==> config.mk <==
export PLATFORM = sky130hd
export DESIGN_NAME = bq_energy_trigger_flat
export DESIGN_NICKNAME = d
export VERILOG_FILES = /design/src/rtl/bq_energy_trigger_if.sv /design/src/rtl/bq_energy_trigger.sv /design/src/flat_wrapper.sv
export SDC_FILE = /design/constraint.sdc
export NUM_CORES = 1
export LEC_CHECK = 0
export CAP_MARGIN = 30
export CORE_MARGIN = 5
export CORE_UTILIZATION = 62
export CTS_BUF_LIST = sky130_fd_sc_hd__clkbuf_4
export CTS_CLUSTER_SIZE = 12
export DETAILED_ROUTE_END_ITERATION = 10
export GPL_TIMING_DRIVEN = 0
export PLACE_DENSITY_LB_ADDON = 0.1
export SLEW_MARGIN = 20
export SYNTH_ARGS = -nofsm -noshare
export SYNTH_HDL_FRONTEND = slang
export SYNTH_SLANG_ARGS = --single-unit
==> constraint.sdc <==
create_clock -name aclk -period 11.37 [get_ports aclk]
set_input_delay 1.137 -clock aclk [delete_from_list [all_inputs] [get_ports aclk]]
set_output_delay 1.137 -clock aclk [all_outputs]
set_load 0.05 [all_outputs]
==> src/rtl/bq_energy_trigger_if.sv <==
// Sample-stream and result bundle between the biquad pair, the energy trigger and its consumer.
interface bq_energy_trigger_if #(
    parameter int NSAMP = 8,
    parameter int NBITS = 12,
    parameter int ACC_W = 23
);
    logic [NSAMP*NBITS-1:0] dat_i;
    logic                   dat_valid_i;
    logic [ACC_W-1:0]       energy_o;
    logic                   energy_valid_o;
    logic                   trig_o;
    logic [15:0]            sat_count_o;

    modport master (
        output dat_i, dat_valid_i,
        input  energy_o, energy_valid_o, trig_o, sat_count_o
    );

    modport slave (
        input  dat_i, dat_valid_i,
        output energy_o, energy_valid_o, trig_o, sat_count_o
    );
endinterface

==> src/rtl/bq_energy_trigger.sv <==
// Windowed sum-of-|x| energy detector with strict-threshold trigger, holdoff and full-scale counter.
//
// state | meaning
// IDLE  | windows stopped; accumulator and beat count held at zero
// ACCUM | summing valid beats; window closes when wcnt reaches wlen
module bq_energy_trigger #(
    parameter int NSAMP = 8,
    parameter int NBITS = 12,
    parameter int WIN_W = 8,
    parameter int ACC_W = NBITS + 3 + WIN_W
) (
    input  logic                  aclk,
    input  logic                  aresetn,
    bq_energy_trigger_if.slave    bus,
    input  logic                  enable_i,
    input  logic [WIN_W-1:0]      win_len_i,
    input  logic [ACC_W-1:0]      threshold_i,
    input  logic [15:0]           holdoff_i,
    input  logic                  sat_clr_i
);
    localparam int SUM_W = NBITS + 3;
    localparam int PC_W  = $clog2(NSAMP + 1);

    typedef enum logic {IDLE, ACCUM} state_t;

    logic [NBITS-1:0] mag_c  [NSAMP];
    logic [NBITS-1:0] mag_s1 [NSAMP];
    logic [NSAMP-1:0] fs_c, fs_s1;
    logic             vld_s1;
    logic [SUM_W-1:0] sum_c, sum_s2;
    logic [PC_W-1:0]  pc_c, pc_s2;
    logic             vld_s2;

    state_t           state, state_nxt;
    logic [ACC_W-1:0] acc, acc_nxt, energy_nxt;
    logic [WIN_W-1:0] wcnt, wcnt_nxt, wlen, wlen_nxt;
    logic             ev_nxt;
    logic [15:0]      hcnt;
    logic             trig_fire;
    logic [16:0]      sat_sum;

    // The most-negative code negates to 2^(NBITS-1), which still fits as unsigned NBITS.
    always_comb begin
        for (int k = 0; k < NSAMP; k++) begin
            logic [NBITS-1:0] x;
            x        = bus.dat_i[NBITS*k +: NBITS];
            mag_c[k] = x[NBITS-1] ? (~x + 1'b1) : x;
            fs_c[k]  = (x == {1'b1, {(NBITS-1){1'b0}}}) || (x == {1'b0, {(NBITS-1){1'b1}}});
        end
    end

    always_ff @(posedge aclk or negedge aresetn) begin
        if (!aresetn) begin
            for (int k = 0; k < NSAMP; k++) mag_s1[k] <= '0;
            fs_s1  <= '0;
            vld_s1 <= 1'b0;
        end else begin
            for (int k = 0; k < NSAMP; k++) mag_s1[k] <= mag_c[k];
            fs_s1  <= fs_c;
            vld_s1 <= bus.dat_valid_i;
        end
    end

    always_comb begin
        sum_c = '0;
        pc_c  = '0;
        for (int k = 0; k < NSAMP; k++) begin
            sum_c = sum_c + SUM_W'(mag_s1[k]);
            pc_c  = pc_c + PC_W'(fs_s1[k]);
        end
    end

    always_ff @(posedge aclk or negedge aresetn) begin
        if (!aresetn) begin
            sum_s2 <= '0;
            pc_s2  <= '0;
            vld_s2 <= 1'b0;
        end else begin
            sum_s2 <= sum_c;
            pc_s2  <= pc_c;
            vld_s2 <= vld_s1;
        end
    end

    always_ff @(posedge aclk or negedge aresetn) begin
        if (!aresetn) begin
            state              <= IDLE;
            acc                <= '0;
            wcnt               <= '0;
            wlen               <= '0;
            bus.energy_o       <= '0;
            bus.energy_valid_o <= 1'b0;
        end else begin
            state              <= state_nxt;
            acc                <= acc_nxt;
            wcnt               <= wcnt_nxt;
            wlen               <= wlen_nxt;
            bus.energy_o       <= energy_nxt;
            bus.energy_valid_o <= ev_nxt;
        end
    end

    always_comb begin
        state_nxt  = state;
        acc_nxt    = acc;
        wcnt_nxt   = wcnt;
        wlen_nxt   = wlen;
        energy_nxt = bus.energy_o;
        ev_nxt     = 1'b0;
        case (state)
            IDLE: begin
                acc_nxt  = '0;
                wcnt_nxt = '0;
                if (enable_i) begin
                    state_nxt = ACCUM;
                    wlen_nxt  = win_len_i;
                end
            end
            ACCUM: begin
                if (!enable_i) begin
                    state_nxt = IDLE;
                    acc_nxt   = '0;
                    wcnt_nxt  = '0;
                end else if (vld_s2) begin
                    // Closing beat folds into the result directly so windows abut with no gap.
                    if (wcnt == wlen) begin
                        energy_nxt = acc + ACC_W'(sum_s2);
                        ev_nxt     = 1'b1;
                        acc_nxt    = '0;
                        wcnt_nxt   = '0;
                        wlen_nxt   = win_len_i;
                    end else begin
                        acc_nxt  = acc + ACC_W'(sum_s2);
                        wcnt_nxt = wcnt + 1'b1;
                    end
                end
            end
            default: state_nxt = IDLE;
        endcase
    end

    // A window closing while holdoff is still running is dropped, never queued.
    assign trig_fire = bus.energy_valid_o && (bus.energy_o > threshold_i) && (hcnt == '0);

    always_ff @(posedge aclk or negedge aresetn) begin
        if (!aresetn) begin
            bus.trig_o <= 1'b0;
            hcnt       <= '0;
        end else begin
            bus.trig_o <= trig_fire;
            if (trig_fire)        hcnt <= holdoff_i;
            else if (hcnt != '0)  hcnt <= hcnt - 16'd1;
        end
    end

    assign sat_sum = {1'b0, bus.sat_count_o} + 17'(pc_s2);

    always_ff @(posedge aclk or negedge aresetn) begin
        if (!aresetn)         bus.sat_count_o <= '0;
        else if (sat_clr_i)   bus.sat_count_o <= '0;
        else if (vld_s2)      bus.sat_count_o <= sat_sum[16] ? 16'hFFFF : sat_sum[15:0];
    end
endmodule
==> src/flat_wrapper.sv <==
// flat-port wrapper written by rule: the top's interface ports become plain ports
module bq_energy_trigger_flat 
#(
    parameter int NSAMP = 8,
    parameter int NBITS = 12,
    parameter int WIN_W = 8,
    parameter int ACC_W = NBITS + 3 + WIN_W
)
  (aclk, aresetn, enable_i, win_len_i, threshold_i, holdoff_i, sat_clr_i, bus_dat_i, bus_dat_valid_i, bus_energy_o, bus_energy_valid_o, bus_trig_o, bus_sat_count_o);
  bq_energy_trigger_if #(.NSAMP(NSAMP), .NBITS(NBITS), .ACC_W(ACC_W)) bus_i ();
  input  logic aclk;
  input  logic aresetn;
  input  logic enable_i;
  input  logic [WIN_W-1:0] win_len_i;
  input  logic [ACC_W-1:0] threshold_i;
  input  logic [15:0] holdoff_i;
  input  logic sat_clr_i;
  input wire logic [$bits(bus_i.dat_i)-1:0] bus_dat_i;
  input wire logic [$bits(bus_i.dat_valid_i)-1:0] bus_dat_valid_i;
  output wire logic [$bits(bus_i.energy_o)-1:0] bus_energy_o;
  output wire logic [$bits(bus_i.energy_valid_o)-1:0] bus_energy_valid_o;
  output wire logic [$bits(bus_i.trig_o)-1:0] bus_trig_o;
  output wire logic [$bits(bus_i.sat_count_o)-1:0] bus_sat_count_o;
  assign bus_i.dat_i = bus_dat_i;
  assign bus_i.dat_valid_i = bus_dat_valid_i;
  assign bus_energy_o = bus_i.energy_o;
  assign bus_energy_valid_o = bus_i.energy_valid_o;
  assign bus_trig_o = bus_i.trig_o;
  assign bus_sat_count_o = bus_i.sat_count_o;
  bq_energy_trigger #(.NSAMP(NSAMP), .NBITS(NBITS), .WIN_W(WIN_W), .ACC_W(ACC_W)) u_core (.aclk(aclk), .aresetn(aresetn), .bus(bus_i), .enable_i(enable_i), .win_len_i(win_len_i), .threshold_i(threshold_i), .holdoff_i(holdoff_i), .sat_clr_i(sat_clr_i));
endmodule
# == Word level (Yosys, flattened, before mapping) ==
# Cells that the tools add are included.
# Widths: inputs -> output; s select.
# word_totals
ff_bits,222
# op_classes
eq_ne,22
addsub,26
muxes,31
bitwise_logic,9
order_cmp,1
n_reduce_logical,16
# op_table
op,count
$add 12x1->12 const B,8
$eq 12x11->1 const B,8
$eq 12x12->1 const B,8
$mux 12,8
$not 12->12,8
$add 15x12->15,6
$mux 16,5
$mux 23,3
$mux 8,7
$pmux 23 s2,1
$pmux 8 s2,2
$add 4x1->4,6
$add 23x15->23,1
$gt 23x23->1,1
$add 16x4->17,1
$logic_not 16->1,1
$reduce_bool 16->1,1
$sub 16x1->16 const B,1
$add 12x12->13,1
$add 8x1->8 const B,1
$eq 8x8->1,1
$logic_or 1x1->1,8
$reduce_and 4->1,2
$ne 2x2->1 const B,3
7 further kinds,13

# == Logic depth before layout (Yosys ltp) ==
# logic_depth
ltp_word,7
depth_mapped,22

# == Least setup slack after synthesis ==
# No wires, ideal clock.
# synth_timing
path_type,register to register
start,reg u_core.mag_s1[72] (netlist name)
end,reg u_core.sum_s2[14]
stages_incl_launch_ff,23
path_slack_ns,6.105
t_arrival_ns,5.195
path_buffers,0
required_time_ns,11.299
setup_ns,0.071
cell_sequence,dfrtp_1 > ha_1 > inv_1 > fa_1 > nor2b_1 > o21ai_1 > a21boi_1 > o21ai_1 > a21oi_1 > or4_1 > o211ai_1 > fa_1 > inv_1 > fa_1 > fa_1 > fa_1 > inv_1 > ha_1 > or2_2 > a21oi_1 > a31oi_1 > or4_1 > nand4_1
# synth_via
elab_chain_len,7
# synth_rtl
element,line,source
start: declaration,bq_energy_trigger.sv:27,logic [NBITS-1:0] mag_s1 [NSAMP];
$add 12x12->13,bq_energy_trigger.sv:68,sum_c = sum_c + SUM_W'(mag_s1[k]);
$add 15x12->15 (6 in a row),bq_energy_trigger.sv:68,
net u_core.sum_c[14],bq_energy_trigger.sv:30,"logic [SUM_W-1:0] sum_c, sum_s2;"
end signal: assignment,bq_energy_trigger.sv:79,sum_s2 <= sum_c;
end: declaration,bq_energy_trigger.sv:30,
# The timed path passes the listed nets, and every way through them passes these cells.
# A chain may end at the register's enable or synchronous reset.

# == Worst setup path after layout ==
# layout_timing
start,reg u_core.mag_s1[84] (netlist name)
end,reg u_core.sum_s2[14]
# Same word-level chain as after synthesis.

==> metrics <==
drt wl/cell=16.02 um; Synth cell types=77; Setup TNS=0 ns; Resize count post-CTS=0; critical path launch point type=register; router iterations before antenna repair=5; Slew HR=42.22%; final antenna-violating net count=0; routability cong.=0.8750; Seq/Total Area, Yosys=40.26%; Worst VDD drop=between 0.2 and 0.3 mV; CP Cell Sequence=ha_1, inv_1, fa_1, nor2b_1, o21ai_1, a21boi_1, o21ai_1, a21oi_1, nor2_1, xnor2_1, fa_1, inv_1, fa_1, fa_1, fa_1, inv_1, ha_1, a21o_1, a21oi_1, a31oi_1, or4_1, nand4_1; top cell type by total area after synthesis=dfrtp_1; DRT Wirelength=30,630 um; clock buffer depth=3; CP required=between 10 and 15 ns; Iter 0 DRT Violations=578; Mapped Area=13,800 um2; synth warn=0; Initial Util=between 60% and 70%; later-pin clock latency in the skew report=0.67 ns; Via-to-Cell Ratio=5.540; via count=10.59k; Detailed Place HPWL=24,370 um; Rows=54; antenna violations before repair=1; post-CTS setup buffers=0; IO Pins=189; cells after synthesis=1,346; pins over their slew limit=0; top-count cell post-synth=dfrtp_1; Die Height=159.2 um; Max Freq=between 150 and 200 MHz; Worst EP arrival=6.21 ns; clock period minus worst slack=between 5 and 6 ns; hold crit path type=reg2reg; Setup CP Type=reg2reg; Critical Path End Type=register; Pleak=between 7 and 8 nW; # DRC=0; Final Util=76.42%; Main synth FF type=dfrtp_1; status=completed; nets@finish=1,902; Clock Sinks=222; cell mode on critical path=fa_1; CP max FO=5; endpoints failing hold=0; largest net degree at the start of global routing=82; H-tree lvl count=2; Synth area leaders=dfrtp_1, fa_1, ha_1, xnor2_1, inv_1; Clock Skews=between 0.04 and 0.05 ns; crit share post-route=about half; Num CTS Buffers=just under 60; DIE AREA=25,340 um2; clock-pin slew on the worst setup and hold paths=0.06 ns; worst hold slack=0.3479 ns; layout cell share with drive strength beyond 1=under 10%; final instance area=between 15,000 and 20,000 um2; CTS root buf=clkbuf_4; vias in the first global route=10.90k; critical path's slowest cell=fa_1; die width=~160 um; Slew @ Worst Pin=between 0.8 and 0.9 ns; Post-synth top cells=dfrtp_1, inv_1, nand2_1, xnor2_1, ha_1; synthesized net count=roughly 1.7k; total gr overflow=0; Post-synth EDFFs=0; placed cell area=16,080 um2; Max stage delay on crit path=0.52 ns; core footprint=21,890 um2; Synth async-reset ratio=100.0%; PortBufs=about 190; P&R area growth vs syn=21.24%; Avg Cell Area, Syn=between 10 and 15 um2; GR Util All Layers=approximately 24%; final setup vio count=0; CTS Hold Bufs=0; share of Yosys cell area claimed by the top area cell type=40.26%; max_cap viols=0; Synth Register Bits=222; Power Dens Cells=216.9 nW/um2; RSZ-0062 raised after global routing=false; first-pass GRT wire length=roughly 52,000 um; CTS tree=yes
power by group:
part | switching, mW | total (mW) | leakage, nW | internal, mW
sequential | 0.0462 | 0.955 | 2.77 | 0.909
clock | 0.308 | 0.615 | 0.384 | 0.307
combinational | 1.12 | 2.06 | 4.50 | 0.940
cell usage in the layout, fill, tap and decap left out, drive strengths merged, types with 4 or more instances in the layout:
cell           count
xor2              16
a21oi             48
nand3             21
and3              10
nand3b             8
fa                65
inv              152
nor3b              5
a311oi             7
a21o              20
or3               10
nand2            117
clkbuf            98
ha                94
buf               12
nor4               4
mux2              23
clkdlybuf4s50    186
nand4             35
nor2              56
o41ai             10
o22ai              7
o21bai             5
or2                5
a31oi             14
nand2b            18
nor3              31
nor2b             13
o21a               6
or4               14
a211oi            11
clkinv            19
a22o              16
xnor2            113
o31ai             26
dfrtp            222
o21ai             81
critical path: cells and delay by family (launching register included):
kind / cells / cell delay (ns)
buf+inv: 3 / 0.18
xor+xnor: 1 / 0.16
flops: 1 / 0.35
compound gates: 7 / 1.15
fa+ha+maj: 7 / 2.96
simple gates: 4 / 0.75
final timing paths:
kind	start	to	slack (ns)	depth (start not counted)
setup / recovery	u_core.mag_s1[84]$_DFF_PN0_	u_core.sum_s2[14]$_DFF_PN0_	5.72	22
hold / removal	u_core.vld_s1$_DFF_PN0_	u_core.vld_s2$_DFF_PN0_	0.35	0
setup reg to reg	u_core.mag_s1[84]$_DFF_PN0_	u_core.sum_s2[14]$_DFF_PN0_	5.72	22
hold reg to reg	u_core.vld_s1$_DFF_PN0_	u_core.vld_s2$_DFF_PN0_	0.35	0
max in group asynchronous	aresetn	u_core.mag_s1[22]$_DFF_PN0_	9.79	3
min in group asynchronous	aresetn	u_core.wlen[3]$_DFFE_PN0P_	0.42	1
kinds of logic (layout without fill, tap and decap cells):
group	after synthesis	count (layout)	share of synthesized area [%]
and+or+nand+nor	354	354	13.29
AOI/OAI and AO/OA	276	276	13.26
DFF	222	222	40.26
buffers and inverters	182	467	5.096
adders and majority gates	159	159	17.95
xor gates and xnor gates	129	129	8.188
muxes	24	24	1.950
other	0	1	0
stage by stage:
stage	setup WS (ns)	cells	power (mW)
finish	5.718	1912	3.629
global route	5.378	1912	4.015
CTS	5.683	1911	3.664
detailed placement	5.720	1815	3.034
global placement	0.08238	1813	2.928
floorplan	6.105	1346	2.555
routing by layer:
layer / GRT usage [%] / share of wire (%)
met5: 0 / 0
met4: 6.747 / 2.1
met3: 4.478 / 5.1
met2: 42.81 / 50
met1: 31.23 / 42
registers in the layout (all words and copies together) (netlist names), 4 cells and up:
name and flops:
u_core.mag_s1 96, u_core.acc 23, u_core.pc_s2 4, u_core.sum_s2 15, u_core.hcnt 16, u_core.bus.sat_count_o 16, u_core.fs_s1 8, u_core.wcnt 8
u_core.bus.energy_o 23, u_core.wlen 8
cell type report:
type / count / area, um2
multi-input cells: 942 / 7540
clock inverters: 20 / 75.07
fillers: 1606 / 5162
inverters: 151 / 566.8
clock buffers: 76 / 570.5
diodes: 1 / 2.502
flip-flops and latches: 222 / 5555
plain buffers: 31 / 136.4
well taps: 280 / 350.3
repair buffers: 189 / 1932
Note: power is estimated with default switching activity, not from simulation.
